$ cat config.mk
export PLATFORM = sky130hd
export DESIGN_NAME = dclk_sequencer
export DESIGN_NICKNAME = d
export VERILOG_FILES = /design/src/rtl/dclk_sequencer.sv
export SDC_FILE = /design/constraint.sdc
export NUM_CORES = 1
export LEC_CHECK = 0
export CORE_MARGIN = 2
export CORE_UTILIZATION = 47
export DETAILED_ROUTE_END_ITERATION = 12
export PLACE_DENSITY = 0.74
export SYNTH_ARGS = -nofsm -noshare
export SYNTH_HDL_FRONTEND = slang
export SYNTH_SLANG_ARGS = --single-unit
$ cat constraint.sdc
create_clock -name clk_i -period 1.7 [get_ports clk_i]
set_input_delay 0.34 -clock clk_i [delete_from_list [all_inputs] [get_ports clk_i]]
set_output_delay 0.34 -clock clk_i [all_outputs]
set_load 0.02 [all_outputs]
$ cat src/rtl/dclk_sequencer.sv
// dclk_sequencer: bursts Cycles serial-clock periods, shifts in ADC data
// and issues clear/increment opcodes to the downstream dclk counter.
module dclk_sequencer #(
  parameter int Cycles    = 25,
  parameter int Div       = 4,
  parameter int DataWidth = 24
) (
  input  logic                 clk_i,
  input  logic                 rst_i,
  input  logic                 start_i,
  input  logic                 sdi_i,
  output logic                 dclk_o,
  output logic [1:0]           opc_o,
  output logic                 busy_o,
  output logic                 done_o,
  output logic [DataWidth-1:0] data_o
);

  typedef enum logic [2:0] {
    S_IDLE,
    S_LOAD,
    S_HIGH,
    S_LOW,
    S_DONE
  } state_t;

  localparam logic [7:0] DivLast = 8'(Div - 1);
  localparam logic [7:0] NumCyc  = 8'(Cycles);
  localparam logic [1:0] OpcHold = 2'b00;
  localparam logic [1:0] OpcInc  = 2'b01;
  localparam logic [1:0] OpcClr  = 2'b10;

  state_t               r_state;
  state_t               w_state_n;
  logic [7:0]           r_div;
  logic [7:0]           w_div_n;
  logic [7:0]           r_bit;
  logic [7:0]           w_bit_n;
  logic [DataWidth-1:0] r_sh;
  logic [DataWidth-1:0] w_sh_n;
  logic [DataWidth-1:0] r_data;
  logic [DataWidth-1:0] w_data_n;
  logic                 r_dclk;
  logic                 w_dclk_n;
  logic [1:0]           r_opc;
  logic [1:0]           w_opc_n;
  logic                 r_busy;
  logic                 w_busy_n;
  logic                 r_done;
  logic                 w_done_n;
  logic                 w_div_end;

  assign w_div_end = (r_div == DivLast);

  always_comb begin
    w_state_n = r_state;
    w_div_n   = r_div;
    w_bit_n   = r_bit;
    w_sh_n    = r_sh;
    w_data_n  = r_data;
    unique case (r_state)
      S_IDLE: begin
        if (start_i) w_state_n = S_LOAD;
      end
      S_LOAD: begin
        w_div_n   = '0;
        w_bit_n   = '0;
        w_sh_n    = '0;
        w_state_n = S_HIGH;
      end
      S_HIGH: begin
        if (w_div_end) begin
          w_sh_n    = {r_sh[DataWidth-2:0], sdi_i};
          w_bit_n   = r_bit + 8'd1;
          w_div_n   = '0;
          w_state_n = S_LOW;
        end else begin
          w_div_n = r_div + 8'd1;
        end
      end
      S_LOW: begin
        if (w_div_end) begin
          w_div_n = '0;
          if (r_bit < NumCyc) begin
            w_state_n = S_HIGH;
          end else begin
            w_state_n = S_DONE;
            w_data_n  = r_sh;
          end
        end else begin
          w_div_n = r_div + 8'd1;
        end
      end
      S_DONE: begin
        w_state_n = S_IDLE;
      end
      default: begin
        w_state_n = S_IDLE;
      end
    endcase
  end

  // Outputs are decoded from the next state so the flops present them
  // in the same cycle the state register does.
  always_comb begin
    w_dclk_n = 1'b0;
    w_opc_n  = OpcHold;
    w_busy_n = 1'b0;
    w_done_n = 1'b0;
    unique case (w_state_n)
      S_LOAD: begin
        w_opc_n  = OpcClr;
        w_busy_n = 1'b1;
      end
      S_HIGH: begin
        w_dclk_n = 1'b1;
        w_busy_n = 1'b1;
        if (w_div_n == 8'd0) w_opc_n = OpcInc;
      end
      S_LOW: begin
        w_busy_n = 1'b1;
      end
      S_DONE: begin
        w_done_n = 1'b1;
      end
      default: begin
        w_opc_n = OpcHold;
      end
    endcase
  end

  always_ff @(posedge clk_i) begin
    if (rst_i) begin
      r_state <= S_IDLE;
      r_div   <= '0;
      r_bit   <= '0;
      r_sh    <= '0;
      r_data  <= '0;
      r_dclk  <= 1'b0;
      r_opc   <= OpcHold;
      r_busy  <= 1'b0;
      r_done  <= 1'b0;
    end else begin
      r_state <= w_state_n;
      r_div   <= w_div_n;
      r_bit   <= w_bit_n;
      r_sh    <= w_sh_n;
      r_data  <= w_data_n;
      r_dclk  <= w_dclk_n;
      r_opc   <= w_opc_n;
      r_busy  <= w_busy_n;
      r_done  <= w_done_n;
    end
  end

  assign dclk_o = r_dclk;
  assign opc_o  = r_opc;
  assign busy_o = r_busy;
  assign done_o = r_done;
  assign data_o = r_data;

endmodule

# Word level (Yosys, flattened, before mapping)
# Cells that the tools add are included.
[totals]
register_bits = 72
elab_cells = 45
output_inout_bits = 29
[op_classes]
magnitude_cmp = 1
bitwise_logic = 1
addsub = 2
reduce_logical = 7
n_eq_ne = 9
mux = 16
[op_table]
columns = ["operator", "n"]
rows = [
  ["one-hot mux 24 bit (2 select lines)", 1],
  ["one-hot mux 8 bit (2 select lines)", 2],
  ["two-way mux 24 bit", 1],
  ["adder 8 x 1 -> 8 bit (second input constant)", 2],
  ["two-way mux 8 bit", 2],
  ["== test 3 x 2 -> 1 bit (second input constant)", 4],
  ["two-way mux 3 bit", 4],
  ["one-hot mux 3 bit (4 select lines)", 1],
  ["== test 8 x 2 -> 1 bit (second input constant)", 1],
  ["zero test 8 bit", 1],
  ["< comparator 8 x 5 -> 1 bit (second input constant)", 1],
  ["== test 3 x 1 -> 1 bit (second input constant)", 2],
  ["two-way mux 1 bit", 4],
  ["one-hot mux 2 bit (2 select lines)", 1],
  ["== test 3 bit (second input constant)", 1],
  ["zero test 3 bit", 1],
  ["AND reduction 3 bit", 1],
  ["OR reduction 3 bit", 1],
  ["inequality test 2 bit (second input constant)", 1],
  ["AND reduction 2 bit", 1],
  ["nonzero test 2 bit", 1],
  ["OR reduction 2 bit", 1],
  ["inverter 1 bit", 1],
]

# Logic depth before layout (Yosys ltp)
[logic_depth]
word_depth = 7
ltp_mapped = 9
depth_no_buf = 7

# Least setup slack after synthesis
# No wires, ideal clock.
[synth_path]
kind = "register -> register"
startpoint = "reg r_div[0]"
endpoint = "reg r_data[0] (netlist: data_o[0])"
period_less_slack_ns = 1.853
setup_slack_ns = -0.153
arrival_ns = 1.726
n_path_buf = 2
path_stages_with_launch = 9
cell_sequence = "dfxtp_1 -> ha_1 -> nor3b_2 -> and2_1 -> nand4_1 -> buf_6 -> buf_6 -> mux2i_1 -> nor2_1"
[synth_via]
elab_chain_len = 2
[synth_rtl]
columns = ["item", "line", "source"]
rows = [
  ["from (decl)", "35", "logic [7:0] r_div;"],
  ["from (signal assigned)", "145", "r_div <= w_div_n;"],
  ["== test 8 x 2 -> 1 bit", "53", "assign w_div_end = (r_div == DivLast);"],
  ["AND reduction 3 bit (no line)", "n/a", ""],
  ["to (signal assigned)", "148", "r_data <= w_data_n;"],
  ["to (decl)", "41", "logic [DataWidth-1:0] r_data;"],
]
# No other way between the ends.
# A chain may end at the register's enable or synchronous reset.

# Worst setup path in the final report
[layout_path]
startpoint = "reg r_div[1]"
endpoint = "reg r_data[5] (netlist: data_o[5])"
# The elaborated chain is that of the path after synthesis.

==> results by group <==
Yosys
  – Xor and xnor fraction of the mapped netlist area: 2.058%
  – Post-synthesis adder-cell area fraction: 1.260%
  – Net count after synthesis: 344
  – FF+latch count, synth: 72
  – Compound-gate portion of the synthesized area: 12.26%
  – Sequential area share after synthesis: 48.38%
  – Synth Area in Simple Gates: 22.81%
  – Syn_area_per_cell: 8.840 µm²
  – Syn Inst Count: 337
  – Post-synth top area cell: dfxtp_1
  – Mapped Area: 2979 µm²
  – Yosys warnings: 0
  – Largest family of logic cells by synthesized area: simple AND/OR/NAND/NOR gates
  – Top area cells in the synthesized netlist: dfxtp_1, mux2i_1, nor2_1
  – Post-synthesis cell type count: 42
  – Post-synth EDFFs: 0
  – Share of the synthesized area in the top cell type: 48.38%
  – Post-synthesis mux area share: 8.064%
  – Top FF cell, synth: dfxtp_1
  – FFs w/ async S/R, synth: 0%

Place
  – Gpl congestion: 0.8320
  – Placed cells: 452
  – Dpl hpwl: 4.080 mm
  – Port Buffers: 32

Route
  – WL/cell: 14.15 µm
  – Final wirelength: 6.808 mm
  – Vias: 2585
  – DRC: 0
  – Post-DR vias/cell: 5.374
  – DRT antenna net count: 0
  – Initial drt markers: 245
  – Drt pass-1 iters: 4

Layout
  – Fin cells: 481
  – Seq. cell area: 1453 µm²
  – Area of the multi-input gates: 1449 µm²
  – # diodes: 0
  – Final #Nets: 406
  – Fillers: 479
  – Area Overhead vs Synth: 35.57%
  – Fraction of layout cells with a size suffix above 1: 20.79%
  – Post-Route Utilization: 64.72%

Flow run
  – Max_cap viols: 0

Die
  – Boundary pin count: 33
  – Core ar.: 6241 µm²
  – Initial Util: 47.73%
  – Die Y: 83.62 µm
  – Die Area: 6991 µm²
  – Row count: 29
  – Die width: 83.62 µm

Worst setup path
  – Crit Path Max Fanout: 6
  – CP Capture Type: flip-flop
  – Critical path class: flip-flop to flip-flop
  – Critical Path AT: 2040 ps
  – Crit path required time: 1950 ps
  – CP startpoint kind: flip-flop

STA
  – Max Slew Vio Count: 0
  – Fin Hold WS: 331.4 ps
  – Unrepaired setup endpoints after global routing: true
  – Setup Viol. Count Final: 27
  – Max Fclk: 0.5598 GHz
  – Final count of hold timing violations: 0
  – Final worst-path cycle share: 105.1%
  – Worst Tran Pin Value: 358.5 ps
  – Worst slew margin relative to its limit: 76.10%
  – Fin crit period: 1786 ps
  – Worst Skew: 14.04 ps
  – Worst setup margin: -86.48 ps

Power
  – Net Sw Frac: 23.18%
  – Switch Pwr: 0.8460 mW
  – Pwr dens: 903.6 nW/µm²
  – Internal power: 2.803 mW
  – Comb pwr share: 7.9%
  – Clock power share: 45.3%
  – Pleak: 1.730 nW
  – Max VDD drop: 0.0006363 V
  – Reg power frac: 46.8%

Clocking
  – Root buffer cell: clkbuf_8
  – Num CTS Buffers: 9
  – CTS tree: yes
  – Worst-path clk slew: 80 ps
  – Clock Latency Late Sink: 360 ps
  – Max clock buf depth: 2
  – Clk sinks: 72
  – Cts hold-fix bufs: 0
  – H-tree Lvls: 3

Hold path
  – Worst Hold Class: primary input to flip-flop

Global routing
  – Overall Global Routing Usage: 18.99%
  – Initial antenna violation count: 0
  – Largest net degree at the start of global routing: 53
  – Remaining Overflow, GRT: 0
  – Number of global-route vias before repair: 2409
  – Global-route wire length before repair: 10.83 mm

Outcome
  – Outcome: finished, violations left
  – Failing checks: setup timing
-- cell usage after synthesis, types with 5 or more instances --
| cell type | number |
|---|---|
| a21oi_1 | 33 |
| nor3_1 | 6 |
| clkbuf_1 | 12 |
| o21ai_0 | 8 |
| inv_1 | 5 |
| dfxtp_1 | 72 |
| nand2_1 | 33 |
| mux2i_1 | 24 |
| buf_2 | 6 |
| nor2_1 | 45 |
| nand3_1 | 30 |
-- kinds of logic after synthesis --
kind of cell | after synthesis
flops | 72
xor+xnor | 7
simple gates | 140
fa+ha+maj | 3
buf+inv | 30
compound gates | 61
mux | 24
-- per-layer routing --
metal | vias up | wire length [µm] | global-route usage (%) | share of wire, %
met4 | 0 | 81 | 5.865 | 1.2
met2 | 62 | 3202 | 30.69 | 47
met1 | 1225 | 3214 | 23.96 | 47
li1 | 1290 | - | - | -
met3 | 8 | 310 | 6.528 | 4.6
met5 | - | 0 | 0 | 0
-- flip-flops by register name (all words and copies together), names as in the netlist --
signal,flops
dclk_o,1
opc_o,2
r_sh,24
r_state,3
done_o,1
r_bit,8
r_div,8
data_o,24
busy_o,1
-- worst paths after layout --
path / endpoint / slack (ps) / startpoint / depth (start not counted)
setup / recovery: data_o[5] / -90 / r_div[1] / 9
hold / removal: r_div[6] / 330 / rst_i / 2
setup reg to reg: data_o[5] / -90 / r_div[1] / 9
hold reg to reg: r_sh[23] / 470 / r_sh[23] / 2
-- cells in the final DEF, fill, tap and decap left out, types with 3 or more instances in the layout --
cell and n:
a31oi_1 3, nand3_1 30, and3_1 3, nand2_1 33, buf_12 5, dfxtp_1 67
xnor2_1 4, clkbuf_8 9, a22oi_1 4, inv_1 5, mux2i_1 22, nor3_1 6
buf_6 5, o21ai_0 7, clkdlybuf4s50_1 27, nand4_1 4, bufinv_16 3, nor2b_1 3
buf_4 31, nand2b_1 4, xor2_1 3, nor2_1 43, dfxtp_2 3, a21oi_1 32
dlymetal6s2s_1 4
-- critical path, stage by stage (launching register included) --
cell	delay, ps
dfxtp_4	370
ha_4	130
nor3b_4	210
buf_6	150
and2_4	140
nand4_1	120
buf_6	170
clkbuf_16	170
mux2i_1	180
nor2_1	50
-- power by group through the flow --
| stage | Sequential (mW) | Combinational (mW) | Clock, mW |
|---|---|---|---|
| after floorplan | 1.76 | 0.148 | 0 |
| after global placement | 1.75 | 0.272 | 0 |
| after detailed placement | 1.75 | 0.276 | 0 |
| after CTS | 1.71 | 0.278 | 1.67 |
| after global routing | 1.71 | 0.312 | 1.76 |
| final | 1.71 | 0.290 | 1.65 |
-- timing repair --
item	in CTS	in global routing
pin swaps	0	11
buffers inserted	2	8
gates resized for setup	2	24
setup endpoints to repair	38	64
cloned	0	3
-- per-stage QoR --
step	instance area (µm²)	total power [mW]	worst slack, ps	setup TNS, ps
2_1_floorplan	3000	1.906	19.23	0
3_3_place_gp	3582	2.021	32.71	0
3_5_place_dp	3582	2.026	-67.47	-494.4
4_1_cts	3842	3.656	-44.27	-217.0
5_1_grt	4039	3.782	-125.6	-4037
6_report	4039	3.649	-86.48	-1017
-- final cells by class --
cell class                      count  share of cell area [%]
Tap cell                           77                   2.385
Clock inverter                      6                   2.850
Sequential cell                    72                   35.97
Inverter                            5                  0.4647
Multi-Input combinational cell    235                   35.87
Clock buffer                       10                   3.160
Timing Repair Buffer               76                   19.30
No activity file was read; power rests on OpenSTA's default activity.
